### config.mk
export PLATFORM = sky130hd
export DESIGN_NAME = uart_cmd_sequencer
export DESIGN_NICKNAME = d
export VERILOG_FILES = /design/src/rtl/uart_cmd_sequencer_pkg.sv /design/src/rtl/uart_cmd_sequencer.sv
export SDC_FILE = /design/constraint.sdc
export NUM_CORES = 1
export LEC_CHECK = 0
export ABC_AREA = 0
export BUFFER_PORTS_ARGS = -buffer_cell sky130_fd_sc_hd__buf_2
export CORE_MARGIN = 2
export CORE_UTILIZATION = 41
export CTS_CLUSTER_SIZE = 12
export DETAILED_ROUTE_END_ITERATION = 10
export GPL_ROUTABILITY_DRIVEN = 1
export PLACE_DENSITY = 0.66
export SETUP_SLACK_MARGIN = 0.15
export SYNTH_ARGS = -nofsm -noshare
export SYNTH_HDL_FRONTEND = slang
export SYNTH_SLANG_ARGS = --single-unit
### constraint.sdc
create_clock -name CLK -period 2.1 [get_ports CLK]
set_input_delay 0.315 -clock CLK [delete_from_list [all_inputs] [get_ports CLK]]
set_output_delay 0.315 -clock CLK [all_outputs]
set_load 0.02 [all_outputs]
### src/rtl/uart_cmd_sequencer_pkg.sv
// Shared constants and state encoding for the UART command sequencer.
package uart_cmd_sequencer_pkg;

  localparam int unsigned FUN_W = 4;

  localparam logic [7:0] OP_WRITE   = 8'hAA;
  localparam logic [7:0] OP_READ    = 8'hBB;
  localparam logic [7:0] OP_ALU_OPS = 8'hCC;
  localparam logic [7:0] OP_ALU_NOP = 8'hDD;

  localparam int unsigned OPA_ADDR = 0;
  localparam int unsigned OPB_ADDR = 1;

  typedef enum logic [3:0] {
    ST_IDLE,
    ST_WR_ADDR,
    ST_WR_DATA,
    ST_RD_ADDR,
    ST_RD_WAIT,
    ST_OP_A,
    ST_OP_B,
    ST_ALU_FUN,
    ST_ALU_WAIT,
    ST_TX_LO,
    ST_TX_HI,
    ST_TX_RD
  } state_t;

endpackage

### src/rtl/uart_cmd_sequencer.sv
// Parses UART command frames into register-file / ALU strobes and returns results to the transmitter.
module uart_cmd_sequencer
  import uart_cmd_sequencer_pkg::*;
#(
  parameter int unsigned DATA_WIDTH = 8,
  parameter int unsigned ADDR_WIDTH = 4
) (
  input  logic                    CLK,
  input  logic                    RST,
  input  logic [DATA_WIDTH-1:0]   RX_P_DATA,
  input  logic                    RX_D_VLD,
  output logic                    RF_WR_EN,
  output logic                    RF_RD_EN,
  output logic [ADDR_WIDTH-1:0]   RF_ADDR,
  output logic [DATA_WIDTH-1:0]   RF_WR_DATA,
  input  logic [DATA_WIDTH-1:0]   RF_RD_DATA,
  input  logic                    RF_RD_VLD,
  output logic                    ALU_EN,
  output logic [FUN_W-1:0]        ALU_FUN,
  input  logic [2*DATA_WIDTH-1:0] ALU_OUT,
  input  logic                    ALU_OUT_VLD,
  output logic                    CLK_GATE_EN,
  output logic [DATA_WIDTH-1:0]   TX_P_DATA,
  output logic                    TX_D_VLD,
  input  logic                    TX_READY,
  output logic                    CMD_DROP
);

  state_t                  state, state_nxt;
  logic [ADDR_WIDTH-1:0]   wr_addr_q, wr_addr_nxt;
  logic [2*DATA_WIDTH-1:0] result_q, result_nxt;

  logic                    rf_wr_en_nxt, rf_rd_en_nxt, alu_en_nxt, cmd_drop_nxt;
  logic [ADDR_WIDTH-1:0]   rf_addr_nxt;
  logic [DATA_WIDTH-1:0]   rf_wr_data_nxt, tx_data_nxt;
  logic [FUN_W-1:0]        alu_fun_nxt;
  logic                    tx_vld_nxt, gate_nxt;
  logic                    tx_accept;

  assign tx_accept = TX_D_VLD && TX_READY;

  // Next-state and next-output decode; strobes default low, data outputs hold.
  always_comb begin
    state_nxt      = state;
    wr_addr_nxt    = wr_addr_q;
    result_nxt     = result_q;
    rf_wr_en_nxt   = 1'b0;
    rf_rd_en_nxt   = 1'b0;
    alu_en_nxt     = 1'b0;
    cmd_drop_nxt   = 1'b0;
    rf_addr_nxt    = RF_ADDR;
    rf_wr_data_nxt = RF_WR_DATA;
    alu_fun_nxt    = ALU_FUN;
    tx_data_nxt    = TX_P_DATA;
    tx_vld_nxt     = TX_D_VLD;
    gate_nxt       = CLK_GATE_EN;

    case (state)
      ST_IDLE: begin
        if (RX_D_VLD) begin
          if (RX_P_DATA == OP_WRITE) begin
            state_nxt = ST_WR_ADDR;
          end else if (RX_P_DATA == OP_READ) begin
            state_nxt = ST_RD_ADDR;
          end else if (RX_P_DATA == OP_ALU_OPS) begin
            state_nxt = ST_OP_A;
            gate_nxt  = 1'b1;
          end else if (RX_P_DATA == OP_ALU_NOP) begin
            state_nxt = ST_ALU_FUN;
            gate_nxt  = 1'b1;
          end else begin
            cmd_drop_nxt = 1'b1;
          end
        end
      end
      ST_WR_ADDR: begin
        if (RX_D_VLD) begin
          wr_addr_nxt = RX_P_DATA[ADDR_WIDTH-1:0];
          state_nxt   = ST_WR_DATA;
        end
      end
      ST_WR_DATA: begin
        if (RX_D_VLD) begin
          rf_wr_en_nxt   = 1'b1;
          rf_addr_nxt    = wr_addr_q;
          rf_wr_data_nxt = RX_P_DATA;
          state_nxt      = ST_IDLE;
        end
      end
      ST_RD_ADDR: begin
        if (RX_D_VLD) begin
          rf_rd_en_nxt = 1'b1;
          rf_addr_nxt  = RX_P_DATA[ADDR_WIDTH-1:0];
          state_nxt    = ST_RD_WAIT;
        end
      end
      ST_RD_WAIT: begin
        cmd_drop_nxt = RX_D_VLD;
        if (RF_RD_VLD) begin
          tx_data_nxt = RF_RD_DATA;
          tx_vld_nxt  = 1'b1;
          state_nxt   = ST_TX_RD;
        end
      end
      ST_OP_A: begin
        if (RX_D_VLD) begin
          rf_wr_en_nxt   = 1'b1;
          rf_addr_nxt    = ADDR_WIDTH'(OPA_ADDR);
          rf_wr_data_nxt = RX_P_DATA;
          state_nxt      = ST_OP_B;
        end
      end
      ST_OP_B: begin
        if (RX_D_VLD) begin
          rf_wr_en_nxt   = 1'b1;
          rf_addr_nxt    = ADDR_WIDTH'(OPB_ADDR);
          rf_wr_data_nxt = RX_P_DATA;
          state_nxt      = ST_ALU_FUN;
        end
      end
      ST_ALU_FUN: begin
        if (RX_D_VLD) begin
          alu_en_nxt  = 1'b1;
          alu_fun_nxt = RX_P_DATA[FUN_W-1:0];
          state_nxt   = ST_ALU_WAIT;
        end
      end
      ST_ALU_WAIT: begin
        cmd_drop_nxt = RX_D_VLD;
        if (ALU_OUT_VLD) begin
          result_nxt  = ALU_OUT;
          tx_data_nxt = ALU_OUT[DATA_WIDTH-1:0];
          tx_vld_nxt  = 1'b1;
          gate_nxt    = 1'b0;
          state_nxt   = ST_TX_LO;
        end
      end
      ST_TX_LO: begin
        cmd_drop_nxt = RX_D_VLD;
        if (tx_accept) begin
          tx_data_nxt = result_q[2*DATA_WIDTH-1:DATA_WIDTH];
          state_nxt   = ST_TX_HI;
        end
      end
      ST_TX_HI, ST_TX_RD: begin
        cmd_drop_nxt = RX_D_VLD;
        if (tx_accept) begin
          tx_vld_nxt = 1'b0;
          state_nxt  = ST_IDLE;
        end
      end
      default: state_nxt = ST_IDLE;
    endcase
  end

  // State, holding registers and registered outputs.
  always_ff @(posedge CLK) begin
    if (RST) begin
      state       <= ST_IDLE;
      wr_addr_q   <= '0;
      result_q    <= '0;
      RF_WR_EN    <= 1'b0;
      RF_RD_EN    <= 1'b0;
      RF_ADDR     <= '0;
      RF_WR_DATA  <= '0;
      ALU_EN      <= 1'b0;
      ALU_FUN     <= '0;
      CLK_GATE_EN <= 1'b0;
      TX_P_DATA   <= '0;
      TX_D_VLD    <= 1'b0;
      CMD_DROP    <= 1'b0;
    end else begin
      state       <= state_nxt;
      wr_addr_q   <= wr_addr_nxt;
      result_q    <= result_nxt;
      RF_WR_EN    <= rf_wr_en_nxt;
      RF_RD_EN    <= rf_rd_en_nxt;
      RF_ADDR     <= rf_addr_nxt;
      RF_WR_DATA  <= rf_wr_data_nxt;
      ALU_EN      <= alu_en_nxt;
      ALU_FUN     <= alu_fun_nxt;
      CLK_GATE_EN <= gate_nxt;
      TX_P_DATA   <= tx_data_nxt;
      TX_D_VLD    <= tx_vld_nxt;
      CMD_DROP    <= cmd_drop_nxt;
    end
  end

endmodule

==> results.py, run 1 <==
metrics = {
    "drt": {
        "initialDrtViolationCount": 89,
        "vias": 2047,
        "firstDrtPassIters": 4,
        "viasPerCell": 5.28,
        "drt_wl_total_mm": 5.28,
        "wl_per_cell_um": 13.6,
        "drcViolationCount": 0,
        "drtAntennaViolNets": 0,
    },
    "die": {
        "start_util_pct": 43.3,
        "die_w_um": 78.2,
        "core_area_um2": 5200,
        "chipHeight_um": 78.2,
        "ios": 68,
        "num_rows": 26,
        "dieArea_um2": 6110,
    },
    "worst_setup_path": {
        "critPathLaunch": "state[2]",
        "cp-start-kind": "register",
        "worstPathRequired_ns": 2.33,
        "critPathKind": "register to register",
        "cp.arrival_ns": 1.99,
        "end_kind": "register",
        "regToRegStartpoint": "state[2]",
        "path_max_fanout": 16,
    },
    "sta": {
        "fin_setup_tns_ns": 0,
        "setup_viol": 0,
        "fmax_ghz": 0.570,
        "period_share_pct": 83.5,
        "rsz0062_at_grt": "no",
        "worstMarginPinSlew_ns": 0.562,
        "hold_violations": 0,
        "final.setup_skew_ns": 0.0127,
        "relSlewSlack_pct": 62.4,
        "min_period_ns": 1.75,
        "slew_viol_final": 0,
    },
    "pwr": {
        "internal_power_w": 0.00190,
        "p_leak_nw": 1.28,
        "power_density_nw_per_um2": 1150,
        "power_frac_clock_pct": 16.9,
        "pwr-share-comb_pct": 47.0,
        "vdd_drop_max_uv": 525,
        "swShare_pct": 40.0,
        "seq_power_share_pct": 36.1,
        "power.switching_w": 0.00127,
    },
    "job": {
        "cap_violations": 0,
    },
    "logic_synthesis": {
        "ys.flop_type": "dfxtp_1",
        "synth_top_cells_by_area": "dfxtp_1 41%, mux2i_1 16%, nor2_1 7.5%",
        "ys_ff_latch": 46,
        "synth_nets": 291,
        "netlist_area_um2": 2250,
        "syn_inst": 253,
        "synth-seq-area-share_pct": 40.8,
        "yosysTopAreaCell": "dfxtp_1",
        "synth.top_cell.area_share_pct": 40.8,
        "async_flop_share_pct": 0,
        "synth_cell_types": 51,
        "postSynthAreaPerCell_um2": 8.91,
        "synth_edf_count": 0,
        "synth_warnings": 0,
    },
    "finish": {
        "fillers": 506,
        "post-route-util_pct": 52.8,
        "drive_above_1_share_pct": 31.4,
        "seqCellArea_um2": 923,
        "diodes": 0,
        "final_nets": 355,
        "area_delta_synth_final_pct": 21.8,
        "multi_input_area_um2": 1230,
    },
    "clocking": {
        "cts_buffers": 5,
        "cts_tree": "done",
        "post_cts_buffers": 0,
        "cts.sinks": 46,
        "clock_latency_ns": 0.30,
        "clock_path_buffers": 2,
        "cts_root_buf": "clkbuf_8",
        "cts-htree-levels": 2,
        "path_clk_slew_ns": 0.09,
        "cts_hold_buf": 0,
    },
    "hold_path": {
        "min_from": "ALU_OUT[12]",
        "hold_class": "input port to register",
    },
    "grt": {
        "grt_pass1_wl_mm": 8.80,
        "antenna_found_initial": 0,
        "grt_max_degree": 30,
        "overflow": 0,
        "grt_usage_pct": 17.8,
        "grt_pass1_vias": 1868,
    },
    "placed_design": {
        "dp_hpwl_mm": 3.92,
        "portBuffers": 67,
        "gp_congestion": 0.862,
    },
    "outcome": {
        "status": "finished, final reports clean",
    },
}
-- sequential cells by signal, indices dropped and copies added, names as in the netlist --
| name | flops |
|---|---|
| RF_ADDR | 4 |
| state | 4 |
| RF_WR_DATA | 8 |
| ALU_FUN | 4 |
| TX_P_DATA | 8 |
| ALU_EN | 1 |
| CLK_GATE_EN | 1 |
| wr_addr_q | 4 |
| CMD_DROP | 1 |
| TX_D_VLD | 1 |
| RF_RD_EN | 1 |
| result_q | 8 |
| RF_WR_EN | 1 |
-- synth_stat cells (3+ instances only) --
cell and count:
a211o_1 8, a21oi_1 15, a31oi_1 3, buf_2 6, clkbuf_1 10, dfxtp_1 46, inv_1 3, mux2i_1 36
nand2_1 20, nor2_1 45, nor3b_1 4, o2bb2ai_1 3
-- power by group through the flow --
stage | Sequential [W] | Combinational [W] | Clock, W
2_1_floorplan | 0.00119 | 0.00111 | 0
3_3_place_gp | 0.00116 | 0.00146 | 0
3_5_place_dp | 0.00116 | 0.00148 | 0
4_1_cts | 0.00114 | 0.00148 | 0.000550
5_1_grt | 0.00117 | 0.00165 | 0.000599
6_report | 0.00115 | 0.00149 | 0.000535
-- cell families after synthesis --
| group | Yosys count | share of synthesized area [%] |
|---|---|---|
| AOI/OAI and AO/OA | 50 | 16.1 |
| xor gates and xnor gates | 2 | 0.777 |
| buffers and inverters | 23 | 4.99 |
| DFF | 46 | 40.8 |
| muxes | 37 | 16.5 |
| and+or+nand+nor | 95 | 20.8 |
-- path summary, 6_finish.rpt --
check	end	slack, ns	cells past startpoint
worst max-delay path	TX_P_DATA[4]	0.35	5
worst max register to register	TX_P_DATA[4]	0.35	5
worst min register to register	TX_P_DATA[3]	0.46	2
worst min-delay path	result_q[12]	0.25	3
-- cell usage in the layout, fill, tap and decap left out, drive strengths merged, types with 3 or more instances in the layout --
cell	netlist	final
dfxtp	46	46
clkbuf	10	5
inv	3	4
o2bb2ai	3	3
buf	10	77
mux2i	36	36
a31oi	3	3
nand2	20	20
a211o	8	8
nor2	46	46
a21oi	17	17
nor3b	4	4
-- layout make-up --
cell class,count,share of cell area [%]
Multi-Input combinational cell,184,44.6
Clock buffer,5,2.51
Inverter,3,0.410
Sequential cell,46,33.6
Timing Repair Buffer,77,14.9
Tap cell,70,3.19
Clock inverter,3,0.683
-- stage by stage --
| step | cells | hold WS [ns] | worst slack (ns) | cell area [um2] | power, W |
|---|---|---|---|---|---|
| global placement | 380 | 0.441 | 0.208 | 2650 | 0.00261 |
| floorplan | 253 | 0.459 | 0.466 | 2250 | 0.00229 |
| finish | 388 | 0.250 | 0.346 | 2750 | 0.00317 |
| CTS | 388 | 0.237 | 0.211 | 2740 | 0.00318 |
| global route | 388 | 0.247 | 0.195 | 2750 | 0.00342 |
| detailed placement | 380 | 0.445 | 0.218 | 2650 | 0.00264 |
-- critical path, cell delays in order (launching register included) --
cell and delay (ns):
dfxtp_2 0.39, and2b_4 0.30, nand2_1 0.08, a311o_2 0.53
a211o_1 0.27, a21oi_1 0.11
-- per-layer routing --
layer | GRT usage, % | wire length (um) | vias to the layer above
met2 | 29.6 | 2630 | 43
met4 | 3.86 | 22 | 0
li1 | - | - | 1025
met3 | 3.79 | 226 | 4
met1 | 23.7 | 2410 | 975
met5 | 0 | 0 | -
-- what timing repair did --
item,CTS,global route
resized for setup,0,5
endpoints found under the setup margin,0,11
hold endpoints to repair,0,0
Note: power is estimated with default switching activity, not from simulation.
==> inputs of run 2 (changes only) <==
==> constraint.sdc (replaced) <==
create_clock -name CLK -period 1.7 [get_ports CLK]
set_input_delay 0.255 -clock CLK [delete_from_list [all_inputs] [get_ports CLK]]
set_output_delay 0.255 -clock CLK [all_outputs]
set_load 0.02 [all_outputs]
==> results.py, run 2 (same netlist as run 1, synthesis figures left out) <==
metrics = {
    "outcome": {
        "status": "finished, final reports clean",
    },
    "sta": {
        "rsz0062_at_grt": "yes",
        "fmax_ghz": 0.619,
        "fin_setup_tns_ns": 0,
        "final.setup_skew_ns": 0.00910,
        "period_share_pct": 95.1,
        "min_period_ns": 1.62,
        "setup_slack_ns": 0.0833,
        "setup_viol": 0,
        "relSlewSlack_pct": 71.6,
        "hold_violations": 0,
        "slew_viol_final": 0,
        "hold_slack_ns": 0.187,
        "worstMarginPinSlew_ns": 0.425,
    },
    "clocking": {
        "path_clk_slew_ns": 0.08,
        "cts.sinks": 46,
        "cts-htree-levels": 2,
        "cts_tree": "done",
        "cts_buffers": 5,
        "clock_path_buffers": 2,
        "cts_root_buf": "clkbuf_8",
        "clock_latency_ns": 0.30,
        "cts_hold_buf": 0,
    },
    "placed_design": {
        "dp_slack_ns": -0.0699,
        "portBuffers": 67,
        "dp_cells": 402,
        "dp_hpwl_mm": 4.14,
        "gp_congestion": 0.811,
    },
    "finish": {
        "layout_commonest_cell": "buf_2",
        "fillers": 476,
        "largest_registers": "RF_WR_DATA: 8 flops, TX_P_DATA: 8 flops, result_q: 8 flops",
        "final_cell_mix": "67 x buf_2, 43 x nor2_1, 42 x dfxtp_1",
        "diodes": 0,
        "instances_no_fill": 423,
        "seqCellArea_um2": 933,
        "area_delta_synth_final_pct": 39.8,
        "drive_above_1_share_pct": 41.1,
        "final_nets": 390,
        "multi_input_area_um2": 1320,
    },
    "worst_setup_path": {
        "end_kind": "register",
        "worstPathRequired_ns": 1.87,
        "max_stage_delay_ns": 0.38,
        "cp.arrival_ns": 1.79,
        "cp-start-kind": "register",
        "path_cells": "or3b_1, o211a_1, a311oi_4, mux2i_1, nor2_1",
        "path_buf_inv": 0,
        "slowest_stage": "dfxtp_4",
        "path_max_fanout": 7,
        "critPathTopFamily": "compound AO/OA/AOI/OAI gates",
        "critPathKind": "register to register",
    },
    "grt": {
        "antenna_found_initial": 0,
        "overflow": 0,
        "grt_max_degree": 21,
        "grt_pass1_wl_mm": 9.83,
        "grt_pass1_vias": 2142,
        "grt_usage_pct": 20.0,
    },
    "pwr": {
        "power_density_nw_per_um2": 1490,
        "p_leak_nw": 1.48,
        "power_w": 0.00468,
        "vdd_drop_max_uv": 680,
    },
    "drt": {
        "firstDrtPassIters": 4,
        "viasPerCell": 5.18,
        "initialDrtViolationCount": 97,
        "drtAntennaViolNets": 0,
        "vias": 2191,
        "drt_wl_total_mm": 5.86,
        "wl_per_cell_um": 13.8,
        "drcViolationCount": 0,
    },
    "die": {
        "dieArea_um2": 6110,
        "die_w_um": 78.2,
        "start_util_pct": 43.3,
        "ios": 68,
        "core_area_um2": 5200,
        "num_rows": 26,
        "chipHeight_um": 78.2,
    },
    "job": {
        "cap_violations": 0,
    },
    "hold_path": {
        "hold_class": "input port to register",
    },
}
==> run 2: changes by cell type in the layout (fill, tap and decap cells not counted), moves of 2 or more <==
cell and change:
a221oi_1 -2, a221oi_2 +2, buf_12 +3, buf_4 +28
buf_6 +3, dfxtp_1 -2, dfxtp_4 +3, o2bb2ai_1 -2
o2bb2ai_2 +2
==> run 2: layout make-up <==
cell class | instances | share of cell area (%)
clock buffers | 6 | 2.30
inverters | 3 | 0.357
multi-input cells | 185 | 41.8
clock inverters | 2 | 0.437
well taps | 70 | 2.78
flip-flops and latches | 46 | 29.6
repair buffers | 111 | 22.7
==> run 2: where the power goes <==
part | switching, W | internal (W)
Combinational | 0.00130 | 0.00132
Clock | 0.000355 | 0.000290
Sequential | 0.000149 | 0.00126
==> run 2: path summary, 6_finish.rpt <==
kind	start	depth (start not counted)	to	slack, ns
max	state[1]	5	state[2]	0.08
min	ALU_OUT[9]	3	result_q[9]	0.19
max reg2reg	state[1]	5	state[2]	0.08
min reg2reg	TX_P_DATA[6]	2	TX_P_DATA[6]	0.46
==> run 2: routing by layer <==
layer	track usage (%)	up-vias	wire [um]
met4	5.44	0	73
met1	24.5	1027	2500
met3	4.02	8	355
met5	0	-	0
li1	-	1099	-
met2	35.6	57	2930
==> run 2: repair_timing <==
item / 4_1_cts / 5_1_grt
setup endpoints to repair: 24 / 28
pin swaps: 5 / 9
gates cloned: 2 / 0
gates resized for setup: 10 / 20
setup buffers: 4 / 7
==> run 2: metrics by stage <==
| stage | util [%] | cell area [um2] |
|---|---|---|
| finish | 60.6 | 3150 |
| floorplan | - | 2280 |
| global placement | 54.8 | 2850 |
| CTS | 57.9 | 3020 |
| detailed placement | 54.8 | 2850 |
| global route | 60.6 | 3150 |
==> run 2: tightest hold or removal path, delay by kind of cell <==
family	cells	cell delay [ns]
buffers and inverters	1	0.07
AND/OR/NAND/NOR	1	0.07
multiplexers	1	0.05
